===== src/rtl/carry_select_adder_rca_pipelined_n.sv =====
// Pipelined carry-select adder/subtractor: one BLOCK-wide slice per stage, dual RCAs selected by the registered carry.
// Latency: WIDTH/BLOCK cycles from input transfer to out_valid; one result per cycle when not stalled.
// Backpressure: out_valid & ~out_ready freezes every stage and drops in_ready; reset also holds in_ready low.
module carry_select_adder_rca_pipelined_n #(
    parameter int WIDTH = 32,
    parameter int BLOCK = 8
) (
    input  logic             clk,
    input  logic             rst,
    input  logic             in_valid,
    output logic             in_ready,
    input  logic [WIDTH-1:0] a,
    input  logic [WIDTH-1:0] b,
    input  logic             cin,
    input  logic             sub,
    output logic             out_valid,
    input  logic             out_ready,
    output logic [WIDTH-1:0] sum,
    output logic             cout,
    output logic             ovf
);
    localparam int STAGES = WIDTH / BLOCK;
    localparam int LAST   = STAGES - 1;

    function automatic logic [BLOCK:0] rca(input logic [BLOCK-1:0] x,
                                           input logic [BLOCK-1:0] y,
                                           input logic             ci);
        logic             c;
        logic [BLOCK-1:0] s;
        c = ci;
        s = '0;
        for (int i = 0; i < BLOCK; i++) begin
            s[i] = x[i] ^ y[i] ^ c;
            c    = (x[i] & y[i]) | (c & (x[i] ^ y[i]));
        end
        return {c, s};
    endfunction

    logic             adv;
    logic [WIDTH-1:0] b_eff;
    logic             c_first;

    assign adv      = ~(out_valid & ~out_ready);
    assign in_ready = ~rst & adv;
    assign b_eff    = sub ? ~b : b;
    assign c_first  = sub ? 1'b1 : cin;

    // Operands travel right-aligned and shrink by BLOCK bits per stage; the sum grows by BLOCK bits.
    for (genvar k = 0; k < STAGES; k++) begin : g_st
        localparam int LO = k * BLOCK;
        localparam int RW = WIDTH - LO;

        logic [RW-1:0]       a_in;
        logic [RW-1:0]       b_in;
        logic                c_in;
        logic                v_in;
        logic [BLOCK:0]      r0;
        logic [BLOCK:0]      r1;
        logic [BLOCK:0]      rsel;
        logic                v_q;
        logic                c_q;
        logic [LO+BLOCK-1:0] s_q;

        if (k == 0) begin : g_src
            assign a_in = a;
            assign b_in = b_eff;
            assign c_in = c_first;
            assign v_in = in_valid;
        end else begin : g_src
            assign a_in = g_st[k-1].g_fwd.a_q;
            assign b_in = g_st[k-1].g_fwd.b_q;
            assign c_in = g_st[k-1].c_q;
            assign v_in = g_st[k-1].v_q;
        end

        assign r0   = rca(a_in[BLOCK-1:0], b_in[BLOCK-1:0], 1'b0);
        assign r1   = rca(a_in[BLOCK-1:0], b_in[BLOCK-1:0], 1'b1);
        assign rsel = c_in ? r1 : r0;

        always_ff @(posedge clk) begin
            if (rst) begin
                v_q <= 1'b0;
                c_q <= 1'b0;
            end else if (adv) begin
                v_q <= v_in;
                c_q <= rsel[BLOCK];
            end
        end

        if (k == 0) begin : g_sum
            always_ff @(posedge clk) begin
                if (rst)      s_q <= '0;
                else if (adv) s_q <= rsel[BLOCK-1:0];
            end
        end else begin : g_sum
            always_ff @(posedge clk) begin
                if (rst)      s_q <= '0;
                else if (adv) s_q <= {rsel[BLOCK-1:0], g_st[k-1].s_q};
            end
        end

        if (k < LAST) begin : g_fwd
            logic [RW-BLOCK-1:0] a_q;
            logic [RW-BLOCK-1:0] b_q;
            always_ff @(posedge clk) begin
                if (rst) begin
                    a_q <= '0;
                    b_q <= '0;
                end else if (adv) begin
                    a_q <= a_in[RW-1:BLOCK];
                    b_q <= b_in[RW-1:BLOCK];
                end
            end
        end else begin : g_last
            // Carry into the MSB is recovered from the MSB's own sum bit: a ^ b ^ s.
            logic ovf_q;
            always_ff @(posedge clk) begin
                if (rst)      ovf_q <= 1'b0;
                else if (adv) ovf_q <= rsel[BLOCK] ^ (a_in[BLOCK-1] ^ b_in[BLOCK-1] ^ rsel[BLOCK-1]);
            end
        end
    end

    assign out_valid = g_st[LAST].v_q;
    assign sum       = g_st[LAST].s_q;
    assign cout      = g_st[LAST].c_q;
    assign ovf       = g_st[LAST].g_last.ovf_q;

endmodule


===== config.mk =====
export PLATFORM = sky130hd
export DESIGN_NAME = carry_select_adder_rca_pipelined_n
export DESIGN_NICKNAME = d
export VERILOG_FILES = /design/src/rtl/carry_select_adder_rca_pipelined_n.sv
export SDC_FILE = /design/constraint.sdc
export NUM_CORES = 1
export LEC_CHECK = 0
export BUFFER_PORTS_ARGS = -buffer_cell sky130_fd_sc_hd__buf_2
export CAP_MARGIN = 5
export CORE_ASPECT_RATIO = 1.1
export CORE_MARGIN = 10
export CORE_UTILIZATION = 35
export CTS_CLUSTER_DIAMETER = 80
export CTS_CLUSTER_SIZE = 8
export DETAILED_ROUTE_END_ITERATION = 12
export PLACE_DENSITY = 0.53
export SYNTH_ARGS = -nofsm -noshare
export SYNTH_HDL_FRONTEND = slang
export SYNTH_SLANG_ARGS = --single-unit

===== constraint.sdc =====
create_clock -name clk -period 5 [get_ports clk]
set_input_delay 0.25 -clock clk [delete_from_list [all_inputs] [get_ports clk]]
set_output_delay 0.25 -clock clk [all_outputs]
set_load 0.02 [all_outputs]

-- Word-level counts from Yosys, hierarchy flattened
Index checks and enable logic that the tools add are counted.
- register bits after elaboration: 185
- input port bits: 70
- output and inout bits: 36
- logic and storage cells: 273
- mux-type cells: 6
- bitwise logic cells: 248
- operators by type and width (cell ; number):
    $and A1 B1 Y1 ; 90
    $xor A1 B1 Y1 ; 90
    $or A1 B1 Y1 ; 60
    $mux W9 ; 4
    $mux W32 ; 1
    $not A32 Y32 ; 1
    $not A1 Y1 ; 7
    $mux W1 ; 1

-- Longest topological paths before layout
Gate-level depths: netlist of run 1.
- word-level depth: 19
- gate-level depth with buffers: 19
- mapped depth without buffers: 17

-- Worst setup path after synthesis of run 1
No wires, ideal clock.
- path kind: input to register
- from: input port sub
- to: register g_st[0].s_q[7]
- setup time: 0.132 ns
- arrival: 3.775 ns
- data required time: 4.868 ns
- setup slack: 1.093 ns
- cell stages on the path: 19
- path buffers: 2
- path through: buf_4 buf_4 xor2_1 inv_1 ha_1 nor2_1 a21oi_1 fa_1 fa_1 fa_1 fa_1 inv_1 fa_1 inv_1 fa_1 inv_1 fa_1 nand2_1 a21oi_1
- longest elaborated chain between the ends: 17
- elaborated cells between the ends (all ways): 45
- those cells by class: 3 x mux; 42 x bitwise
- ends and longest elaborated chain (item ; RTL line ; source):
    from (decl) ; 15 ; input logic sub,
    $mux W32 ; 45 ; assign b_eff = sub ? ~b : b;
    $and A1 B1 Y1 or $xor A1 B1 Y1 (tied branches) ; 34 ; c = (x[i] & y[i]) | (c & (x[i] ^ y[i]));
    $or A1 B1 Y1 ; 34 ;
    $and A1 B1 Y1 ; 34 ;
    $or A1 B1 Y1 ; 34 ;
    $and A1 B1 Y1 ; 34 ;
    $or A1 B1 Y1 ; 34 ;
    $and A1 B1 Y1 ; 34 ;
    [... 2 more ...] ; -- ;
    $or A1 B1 Y1 ; 34 ;
    $and A1 B1 Y1 ; 34 ;
    $or A1 B1 Y1 ; 34 ;
    $and A1 B1 Y1 ; 34 ;
    $or A1 B1 Y1 ; 34 ;
    $xor A1 B1 Y1 ; 33 ; s[i] = x[i] ^ y[i] ^ c;
    $mux W9 (*) ; 78 ; assign rsel = c_in ? r1 : r0;
    net g_st[0].rsel[7] ; 59 ; logic [BLOCK:0] rsel;
    to (signal assigned) ; 93 ; else if (adv) s_q <= rsel[BLOCK-1:0];
    to (decl) ; 62 ; logic [LO+BLOCK-1:0] s_q;
The timed path passes the listed nets; every way through them passes the cells marked *.
A chain may end at the register's enable or synchronous reset.

-- Worst setup path after layout of run 1
- from: register g_st[2].g_fwd.a_q[0]
- to: register g_st[3].g_last.ovf_q (netlist: ovf)
- longest elaborated chain between the ends: 18
- elaborated cells between the ends (all ways): 36
- those cells by class: 1 x mux; 35 x bitwise
- ends and longest elaborated chain (item ; RTL line ; source):
    from (decl) ; 103 ; logic [RW-BLOCK-1:0] a_q;
    from (signal assigned) ; 110 ; a_q <= a_in[RW-1:BLOCK];
    $and A1 B1 Y1 or $xor A1 B1 Y1 (tied branches) ; 34 ;
    $or A1 B1 Y1 ; 34 ;
    $and A1 B1 Y1 ; 34 ;
    $or A1 B1 Y1 ; 34 ;
    $and A1 B1 Y1 ; 34 ;
    $or A1 B1 Y1 ; 34 ;
    $and A1 B1 Y1 ; 34 ;
    $or A1 B1 Y1 ; 34 ;
    [... 2 more ...] ; -- ;
    $and A1 B1 Y1 ; 34 ;
    $or A1 B1 Y1 ; 34 ;
    $and A1 B1 Y1 ; 34 ;
    $or A1 B1 Y1 ; 34 ;
    $and A1 B1 Y1 or $xor A1 B1 Y1 (tied branches) ; 34, 33 ;
    $or A1 B1 Y1 or $mux W9 (tied branches) ; 34, 78 ;
    $mux W9 (*) ; 78 ;
    $xor A1 B1 Y1 (*) ; 119 ; else if (adv) ovf_q <= rsel[BLOCK] ^ (a_in[BLOCK-1] ^ b_in[BLOCK-1] ^ rsel[BLOCK-1]);
    to (signal assigned) ; 119 ;
    to (decl) ; 116 ; logic ovf_q;
Every way passes the cells marked *; elsewhere a longest branch is shown, timed or not.

==> impl_results.md, run 1 <==
- Clk buf depth: 2
- Antenna violations before repair: 1
- Worst-path cell chain: ha_1 -> nor2_1 -> a21oi_1 -> fa_1 -> fa_1 -> fa_1 -> fa_1 -> fa_1 -> fa_1 -> inv_1 -> fa_1 -> xor3_1 -> nand2_1 -> a21oi_1
- Post-CTS sizing: 0
- Clock Tree Root: clkbuf_16
- Sink Count: 185
- Max Slew Vio Count: 0
- Fin crit share: 81.00%
- Core ar.: 21300 um^2
- WHS Path Cells: 3
- Antenna viol nets, final: 0
- Port buffer count: 105
- Main combinational cell family by area after synthesis: simple AND/OR/NAND/NOR gates
- Slowest-stage cell, CP: fa_1
- # nets final: 1051
- Area of the mapped netlist: 7542 um^2
- Startpoint types: register
- Final wirelength: 16530 um
- Max-cap viol count: 0
- 1st-pass router iterations: 4
- Synth Area in Adders: 8.925%
- Slowest stage delay, CP: 0.43 ns
- Dpl hpwl: 10730 um
- Async S/R FF share, synth: 0%
- Wire per inst: 13.24 um
- Mux cell area share after synthesis: 0.1327%
- Worst EP required: 5.35 ns
- H-Tree Depth: 4
- IO Count: 106
- Chip width: 160.0 um
- Xor/xnor share of the synthesized area: 4.496%
- EDFF count, synth: 0
- Compound-Gate Fraction of Synth Area: 14.07%
- WHS: 0.06878 ns
- Placed instance count: 1215
- Seq cells post-synth: 185
- Clk_skew: 0.008619 ns
- Netlist cell types: 21
- Worst Tran Pin Value: 0.9690 ns
- Vias in the first global route: 5306
- Min Tclk post-route: 4.050 ns
- Post-CTS setup buffers: 0
- Worst path most repeated cell: fa_1
- Min-delay worst type: in2reg
- Total grt overflow: 0
- Cell Count, Final, Fillers Out: 1248
- Num CTS Buffers: 17
- Synth top area share: 49.10%
- CTS tree: done
- Final Setup Violations: 0
- DIE HEIGHT: 174.0 um
- Initial drt markers: 230
- Filler Cell Count: 2293
- Vias/cell: 4.494
- Commonest register cell after synthesis: dfxtp_1
- R2R depth: 14
- Worst Path Arrival: 4.40 ns
- Simple-Gate Fraction of Synth Area: 16.89%
- DRC viols: 0
- Max Freq: 0.2469 GHz
- Synth area leaders: dfxtp_1 (49%), nand2_1 (14%), a21oi_1 (9.8%)
- Worst slew margin: 35.40%
- Leakage: 3.601 nW
- Sequential cell area fraction in the yosys report: 49.10%
- Global-route wire length before repair: 27210 um
- Via Count: 5608
- Avg Cell Area, Syn: 8.571 um^2
- Post-place setup slack: 0.9577 ns
- Largest area contributor in the netlist: dfxtp_1
- Cell area power density: 368.0 nW/um^2
- Die ar.: 27830 um^2
- Area delta synth->final: 15.56%
- Fin worst setup slack: 0.9499 ns
- Critical path fanouts, max: 3
- Worst setup EP type: register
- Mapped Cells: 880
- Worst-Skew Late Latency: 0.42 ns
- Total Power: 3.207 mW
- All-Layer GR Usage: 11.72%
- Setup TNS: 0 ns
- Syn. warnings: 0
- Row cnt: 56
- Pin count of the biggest net entering global routing: 131
- Peak supply drop: 238.4 uV
- Count of final hold-check violations: 0
- Crit Path Class: reg2reg
- Global placement routability congestion: 0.7283
- Status: finished, final reports clean
- Initial Util: 35.41%
- RSZ-0062 raised after global routing: no
- Hold-fix buffers, CTS: 0
- Worst-path clk slew: 0.07 ns
- Post-Syn Nets: 987
- Proportion of layout cells with a drive suffix above 1: 15.57%
## flip-flops by register name, indices dropped and copies added, names as in the netlist
register / count
cout: 1
g_st.c_q: 3
g_st.g_fwd.a_q: 48
g_st.g_fwd.b_q: 48
g_st.s_q: 48
g_st.v_q: 3
out_valid: 1
ovf: 1
sum: 32
## layer usage
metal  vias up  wire [um]  global-route usage, %
li1       2954          -                      -
met1      2570       8159                  15.84
met2        76       7746                  18.18
met3         8        475                  2.576
met4         0        148                  3.790
met5         -          0                      0
## cell families after synthesis
kind of cell,after synthesis
flops,185
compound gates,187
simple gates,337
fa+ha+maj,37
mux,1
buf+inv,96
xor+xnor,37
## critical path: cells and delay by family (launching register included)
| family | cells | cell delay [ns] |
|---|---|---|
| buffers and inverters | 1 | 0.08 |
| and+or+nand+nor | 2 | 0.13 |
| DFF | 1 | 0.33 |
| xor gates and xnor gates | 1 | 0.21 |
| adders and majority gates | 8 | 3.01 |
| AOI/OAI and AO/OA | 2 | 0.22 |
## cell usage in the layout (no fill, tap or decap), drive strengths merged, types with 6 or more instances in the layout
master,count
xor2,6
a211oi,39
fa,28
nor2,46
dfxtp,185
clkbuf,20
a21oi,147
xnor2,30
inv,37
ha,9
nand2,288
buf,111
## Yosys cell counts (all sizes together) (6+ instances only)
master / n
nand2: 288
dfxtp: 185
a21oi: 147
buf: 47
nor2: 46
a211oi: 39
inv: 30
xnor2: 30
fa: 28
clkbuf: 19
ha: 9
xor2: 6
## report_power, final
part / switching [mW] / total (mW) / leakage, nW / internal [mW]
registers: 0.0532 / 1.63 / 1.52 / 1.57
logic: 0.168 / 0.302 / 1.80 / 0.133
clock network: 0.598 / 1.28 / 0.278 / 0.680
## path summary, 6_finish.rpt
path                                startpoint                                end  slack [ns]
min reg2reg               sum[11]$_SDFFE_PP0N_               sum[11]$_SDFFE_PP0N_        0.45
min                                      a[16]  g_st[0].g_fwd.a_q[8]$_SDFFE_PP0N_        0.07
max reg2reg  g_st[2].g_fwd.a_q[0]$_SDFFE_PP0N_                   ovf$_SDFFE_PP0N_        0.95
max          g_st[2].g_fwd.a_q[0]$_SDFFE_PP0N_                   ovf$_SDFFE_PP0N_        0.95
## through the flow
stage          area [um^2]  util [%]
2_1_floorplan         7542         -
3_3_place_gp          8153     38.28
3_5_place_dp          8153     38.28
4_1_cts               8713     40.91
5_1_grt               8716     40.92
6_report              8716     40.92
## final cells by class
class                   count  area [um^2]  share of cell area, %
repair buffers            111        601.8                  6.905
clock buffers              20        456.7                  5.240
clock inverters            12        103.9                  1.192
diodes                      1        2.502                0.02871
inverters                  30        112.6                  1.292
multi-input cells         599         3372                  38.69
flip-flops and latches    185         3704                  42.49
well taps                 290        362.8                  4.163
(Power assumes the default switching activity.)
==> run 2: changes to the inputs <==
--- a/config.mk
+++ b/config.mk
@@ -13,7 +13,7 @@
 export CTS_CLUSTER_DIAMETER = 80
 export CTS_CLUSTER_SIZE = 8
 export DETAILED_ROUTE_END_ITERATION = 12
-export PLACE_DENSITY = 0.53
+export PLACE_DENSITY = 0.55
 export SYNTH_ARGS = -nofsm -noshare
 export SYNTH_HDL_FRONTEND = slang
 export SYNTH_SLANG_ARGS = --single-unit
==> constraint.sdc (replaced) <==
create_clock -name clk -period 3.7 [get_ports clk]
set_input_delay 0.185 -clock clk [delete_from_list [all_inputs] [get_ports clk]]
set_output_delay 0.185 -clock clk [all_outputs]
set_load 0.02 [all_outputs]
==> run 2 against run 1 <==
The run now ends with setup timing left. Critical endpoint unchanged. Worst setup slack got worse by 0.97 ns. Global-route usage increased by 0.21 points. Highest routed layer unchanged. Cell count increased by 2.2%. Core utilization increased by 1.7 points. Critical path type unchanged.
==> impl_results.md, run 2 (synthesis gave the netlist of run 1 again) <==
- All-Layer GR Usage: 11.93% (+0.21 points)
- Proportion of layout cells with a drive suffix above 1: 17.85% (+2.3 points)
- Grt met2 use: 18.12% (-0.070 points)
- Register Area: 3706 um^2 (about the same)
- H-Tree Depth: 4 (unchanged)
- Top delay family on crit path: adder cells
- Initial Util: 35.41% (unchanged)
- IO Count: 106 (unchanged)
- Row cnt: 56 (unchanged)
- Gr busiest metal: met2
- Leakage: 3.723 nW (+3.4%)
- Count of final hold-check violations: 0 (unchanged)
- Die ar.: 27830 um^2 (unchanged)
- Worst-path clk slew: 0.07 ns (about the same)
- Global-route wire length before repair: 27640 um (+1.6%)
- Critical Path Source: g_st[2].g_fwd.a_q[0]$_SDFFE_PP0N_
- Wire per inst: 13.11 um (-1.0%)
- Min-delay src: a[28]
- Min Tclk post-route: 3.725 ns (-0.3252 ns)
- Clk buf depth: 2 (unchanged)
- Area delta synth->final: 20.45%
- RSZ-0062 raised after global routing: yes
- Post-CTS setup buffers: 0 (unchanged)
- Chip width: 160.0 um (unchanged)
- Min-delay worst type: in2reg
- CTS tree: done
- Antenna diode count: 0 (-1)
- Area occupied by multi-input gates: 3428 um^2 (+1.7%)
- Critical path fanouts, max: 3 (unchanged)
- Setup TNS: -0.02496 ns (-0.02496 ns)
- Total grt overflow: 0 (unchanged)
- Worst slew margin: 36.45% (+1.1 points)
- RR Endpoint: ovf$_SDFFE_PP0N_
- Util after Layout: 42.65% (+1.7 points)
- DIE HEIGHT: 174.0 um (unchanged)
- Worst setup EP type: register
- Worst Path Arrival: 3.99 ns (-0.41 ns)
- Filler Cell Count: 2250 (-1.9%)
- Pin count of the biggest net entering global routing: 106 (-19%)
- Most frequent cells in the layout: nand2_1 (288), dfxtp_1 (183), a21oi_1 (146)
- Worst Path Buf+Inv: 2 (+1)
- Slowest stage delay, CP: 0.43 ns (about the same)
- Cell Count, Final, Fillers Out: 1276 (+2.2%)
- Num CTS Buffers: 17 (unchanged)
- Worst-path cell chain: inv_1 -> ha_1 -> a21oi_2 -> fa_2 -> fa_2 -> fa_2 -> fa_2 -> fa_2 -> fa_2 -> inv_2 -> fa_1 -> xor3_1 -> nand2_1 -> a21oi_1
- Vias in the first global route: 5504 (+3.7%)
- Fin worst setup slack: -0.02496 ns (-0.9748 ns)
- Max Freq: 0.2685 GHz (+8.7%)
- Most common cell after layout, fill and taps aside: nand2_1
- Worst-Skew Late Latency: 0.43 ns (about the same)
- Port buffer count: 105 (unchanged)
- Hold EP: g_st[0].g_fwd.a_q[20]$_SDFFE_PP0N_
- Final Setup Violations: 1 (+1)
- FF-to-FF Start: g_st[2].g_fwd.a_q[0]$_SDFFE_PP0N_
- Cell area power density: 490.7 nW/um^2 (+33%)
- Fin crit share: 100.7% (+20 points)
- Max-cap viol count: 0 (unchanged)
- Violated checks: setup timing
- Global placement routability congestion: 0.7218 (-0.89%)
- Via Count: 5672 (+1.1%)
- Antenna viol nets, final: 0 (unchanged)
- Clock Tree Root: clkbuf_16
- Final wirelength: 16730 um (+1.2%)
- Max Slew Vio Count: 0 (unchanged)
- Dpl hpwl: 10870 um (+1.3%)
- 1st-pass router iterations: 4 (unchanged)
- M1 GR Usage: 16.23% (+0.38 points)
- Clk_skew: 0.01560 ns (+0.006979 ns)
- Initial drt markers: 276 (+20%)
- Worst Tran Pin Value: 0.9532 ns (-0.01579 ns)
- Sink Count: 185 (unchanged)
- # nets final: 1080 (+2.8%)
- Largest regs: g_st.g_fwd.a_q x48, g_st.g_fwd.b_q x48, g_st.s_q x48
- Vias/cell: 4.445 (-1.1%)
- Core ar.: 21300 um^2 (unchanged)
- Startpoint types: register
- Antenna violations before repair: 0 (-1)
- GR Util met3: 3.332% (+0.76 points)
- R2R depth: 14 (unchanged)
- R2r setup slk: -0.02 ns (-0.97 ns)
- Peak supply drop: 350.5 uV (+47%)
- WHS Path Cells: 3 (unchanged)
- Slowest-stage cell, CP: fa_1
- Worst EP required: 3.97 ns (-1.38 ns)
- WP depth: 14 (unchanged)
- Worst path most repeated cell: fa_2
- DRC viols: 0 (unchanged)
- Status: finished with violations
- Placed instance count: 1222 (+0.58%)
- Crit Path Class: reg2reg
run 2: changes by cell type in the layout (fill, tap and decap cells not counted), sizes merged:
| cell | delta |
|---|---|
| dlygate4sd3 | +22 |
| buf | +7 |
| clkbuf | -2 |
| inv | +2 |
| bufinv | +1 |
| clkinvlp | -1 |
| diode | -1 |
run 2: worst register-to-register path, cell delays in order, from the launching register on:
cell,delay (ns)
dfxtp_2,0.34
inv_1,0.06
ha_1,0.18
a21oi_2,0.08
fa_2,0.35
fa_2,0.36
fa_2,0.35
fa_2,0.35
fa_2,0.34
fa_2,0.34
inv_2,0.06
fa_1,0.43
xor3_1,0.19
nand2_1,0.07
a21oi_1,0.06
run 2: area by class of cell:
class / count / area share (%)
clock buffer: 18 / 4.834
tap: 290 / 3.994
timing repair buffer: 140 / 9.765
inverter: 30 / 1.239
clock inverter: 14 / 1.639
sequential: 185 / 40.79
multi-input combinational: 599 / 37.74
run 2: metal layers:
| metal | up-vias | wire [um] |
|---|---|---|
| li1 | 3002 | - |
| met1 | 2587 | 8522 |
| met2 | 77 | 7540 |
| met3 | 6 | 533 |
| met4 | 0 | 133 |
| met5 | - | 0 |
run 2: per-stage QoR:
step	total power, mW	setup slack [ns]	instance area, um^2	hold slack, ns
floorplan	2.531	-0.01030	7562	0.3255
global placement	2.668	-0.1441	8230	0.4310
detailed placement	2.675	-0.1782	8230	0.4346
CTS	4.522	-0.03556	9042	0.0008066
global route	4.692	-0.1569	9085	0.02594
finish	4.458	-0.02496	9085	0.01689
run 2: worst max path at each step:
stage | to | slack [ns]
2_1_floorplan | g_st[0].s_q[7]$_SDFFE_PP0N_ | -0.01
3_3_place_gp | g_st[0].s_q[7]$_SDFFE_PP0N_ | -0.14
3_5_place_dp | ovf$_SDFFE_PP0N_ | -0.18
4_1_cts | ovf$_SDFFE_PP0N_ | -0.04
5_1_grt | ovf$_SDFFE_PP0N_ | -0.16
6_report | ovf$_SDFFE_PP0N_ | -0.02
run 2: report_power, final:
part / internal [mW] / leakage, nW / switching, mW
registers: 2.13 / 1.52 / 0.0734
clock network: 0.978 / 0.295 / 0.840
logic: 0.205 / 1.91 / 0.235
run 2: what timing repair did:
action	CTS	global route
hold endpoints to repair	21	1
endpoints found under the setup margin	3	4
hold buffers	21	1
resized for setup	7	9
==> run 3: changes to the inputs <==
--- a/config.mk
+++ b/config.mk
@@ -14,6 +14,7 @@
 export CTS_CLUSTER_SIZE = 8
 export DETAILED_ROUTE_END_ITERATION = 12
 export PLACE_DENSITY = 0.55
+export SKIP_CTS_REPAIR_TIMING = 1
 export SYNTH_ARGS = -nofsm -noshare
 export SYNTH_HDL_FRONTEND = slang
 export SYNTH_SLANG_ARGS = --single-unit
==> run 3 against run 2 <==
The flow finishes with violations (hold timing, setup timing). Clock skew shrank 0.0011 ns. Core utilization shrank 0.46 points. Hold slack lost 0.018 ns. Sequential power is essentially flat. Via count shrank 0.48%. Routed wire length shrank 0.53%. Non-clock buffer count shrank 10. Highest routed layer unchanged.
==> impl_results.md, run 3 (synthesis gave the netlist of run 1 again) <==
- Violated checks: hold timing, setup timing
- Logic pwr share: 9.7% (-0.2 points)
- Switch Pwr: 1.148 mW (about the same)
- Proportion of layout cells with a drive suffix above 1: 18.24% (+0.39 points)
- DIE HEIGHT: 174.0 um (unchanged)
- Initial drt markers: 267 (-3.3%)
- R2r setup slk: -0.05 ns (-0.02 ns)
- Cell Count, Final, Fillers Out: 1266 (-0.78%)
- Chip width: 160.0 um (unchanged)
- IO Count: 106 (unchanged)
- 1st-pass router iterations: 4 (unchanged)
- Sw Share: 25.79% (+0.032 points)
- Final wirelength: 16640 um (-0.53%)
- Internal: 3.304 mW (-0.19%)
- Fin crit share: 101.3% (+0.62 points)
- Final Setup Violations: 1 (unchanged)
- Worst slew margin: 36.33% (-0.13 points)
- Crit Path Class: reg2reg
- Post-route cell area: 8987 um^2 (-1.1%)
- Worst Path Arrival: 4.02 ns (+0.03 ns)
- Clk pwr share: 40.8% (about the same)
- Largest regs: g_st.g_fwd.a_q x48, g_st.g_fwd.b_q x48, g_st.s_q x48
- Dpl hpwl: 10870 um (unchanged)
- Cell area power density: 495.3 nW/um^2 (+0.94%)
- Num CTS Buffers: 17 (unchanged)
- Clock Tree Root: clkbuf_16
- Filler Cell Count: 2260 (+0.44%)
- Startpoint types: register
- Total Power: 4.452 mW (-0.15%)
- Antenna violations before repair: 0 (unchanged)
- CTS tree: done
- Worst-Skew Late Latency: 0.43 ns (about the same)
- Min-delay worst type: in2reg
- Max Slew Vio Count: 0 (unchanged)
- Total grt overflow: 0 (unchanged)
- Clk_skew: 0.01450 ns (-0.001093 ns)
- Min-delay src: a[25]
- Row cnt: 56 (unchanged)
- Pin count of the biggest net entering global routing: 106 (unchanged)
- Global placement routability congestion: 0.7218 (unchanged)
- Vias/cell: 4.459 (+0.31%)
- RSZ-0062 raised after global routing: yes
- Worst-path clk slew: 0.07 ns (about the same)
- Global-route wire length before repair: 27260 um (-1.4%)
- Via Count: 5645 (-0.48%)
- Critical path fanouts, max: 3 (unchanged)
- Post-place setup slack: -0.1782 ns (unchanged)
- Max-cap viol count: 0 (unchanged)
- H-Tree Depth: 4 (unchanged)
- Worst setup EP type: register
- Peak supply drop: 350.6 uV (about the same)
- Worst EP required: 3.97 ns (about the same)
- Most frequent cells in the layout: nand2_1 (288), dfxtp_1 (183), a21oi_1 (146)
- Clk buf depth: 2 (unchanged)
- Area delta synth->final: 19.16%
- # nets final: 1070 (-0.93%)
- Placed instance count: 1222 (unchanged)
- Initial Util: 35.41% (unchanged)
- Fin worst setup slack: -0.04799 ns (-0.02303 ns)
- Wire per inst: 13.14 um (+0.26%)
- Worst Tran Pin Value: 0.9551 ns (+0.001899 ns)
- Count of final hold-check violations: 1 (+1)
- Part of the power in registers: 49.4% (about the same)
- WHS: -0.0008180 ns (-0.01771 ns)
- Antenna viol nets, final: 0 (unchanged)
- Placed instance area: 8230 um^2 (unchanged)
- Max Freq: 0.2668 GHz (-0.61%)
- Vias in the first global route: 5412 (-1.7%)
- Critical Path Source: g_st[2].g_fwd.a_q[0]$_SDFFE_PP0N_
- Port buffer count: 105 (unchanged)
- Min Tclk post-route: 3.748 ns (+0.02303 ns)
- Antenna diode count: 0 (unchanged)
- Sink Count: 185 (unchanged)
- FF-to-FF Start: g_st[2].g_fwd.a_q[0]$_SDFFE_PP0N_
- Status: finished with violations
- Core ar.: 21300 um^2 (unchanged)
- Die ar.: 27830 um^2 (unchanged)
- Leakage: 3.683 nW (-1.1%)
- DRC viols: 0 (unchanged)
- Most common cell after layout, fill and taps aside: nand2_1
- All-Layer GR Usage: 11.80% (-0.13 points)
## run 3: cell count changes in the layout (fill, tap and decap cells not counted), sizes merged
cell and delta:
buf +1, dlygate4sd3 -11
## run 3: layer usage
metal	part of all wire, %	routed length, um	global-route usage [%]
met5	0	0	0
met4	0.80	133	3.331
met3	3.1	517	3.450
met2	45	7479	17.77
met1	51	8511	16.06
## run 3: area by class of cell
cell class | instances | area (um^2) | share of cell area, %
clock inverters | 14 | 148.9 | 1.657
inverters | 30 | 112.6 | 1.253
well taps | 290 | 362.8 | 4.037
clock buffers | 18 | 439.2 | 4.887
repair buffers | 130 | 784.5 | 8.729
flip-flops and latches | 185 | 3706 | 41.24
multi-input cells | 599 | 3433 | 38.20
## run 3: worst max-delay path: stages, from the launching register on
cell and delay [ns]:
dfxtp_2 0.35, inv_1 0.06, ha_1 0.18, a21oi_2 0.08, fa_2 0.35, fa_2 0.36
fa_2 0.35, fa_2 0.35, fa_2 0.34, fa_2 0.34, inv_2 0.06, fa_1 0.45
xor3_1 0.19, nand2_1 0.07, a21oi_1 0.06
## run 3: power by group through the flow
stage | logic [mW] | clock network, mW | registers [mW]
after floorplan | 0.282 | 0 | 2.25
final | 0.433 | 1.82 | 2.20
after global routing | 0.498 | 1.97 | 2.22
after CTS | 0.432 | 1.87 | 2.20
after detailed placement | 0.429 | 0 | 2.25
after global placement | 0.424 | 0 | 2.24
## run 3: path summary, 6_finish.rpt
path                                   endpoint  cells after the start
max reg2reg                    ovf$_SDFFE_PP0N_                     14
min reg2reg                sum[11]$_SDFFE_PP0N_                      2
min          g_st[0].g_fwd.a_q[17]$_SDFFE_PP0N_                      3
max                            ovf$_SDFFE_PP0N_                     14
## run 3: metrics by stage
step / util (%) / TNS (ns)
2_1_floorplan: - / -0.01030
3_3_place_gp: 38.64 / -0.2822
3_5_place_dp: 38.64 / -0.3938
4_1_cts: 41.40 / -0.2734
5_1_grt: 42.19 / -0.3552
6_report: 42.19 / -0.04799
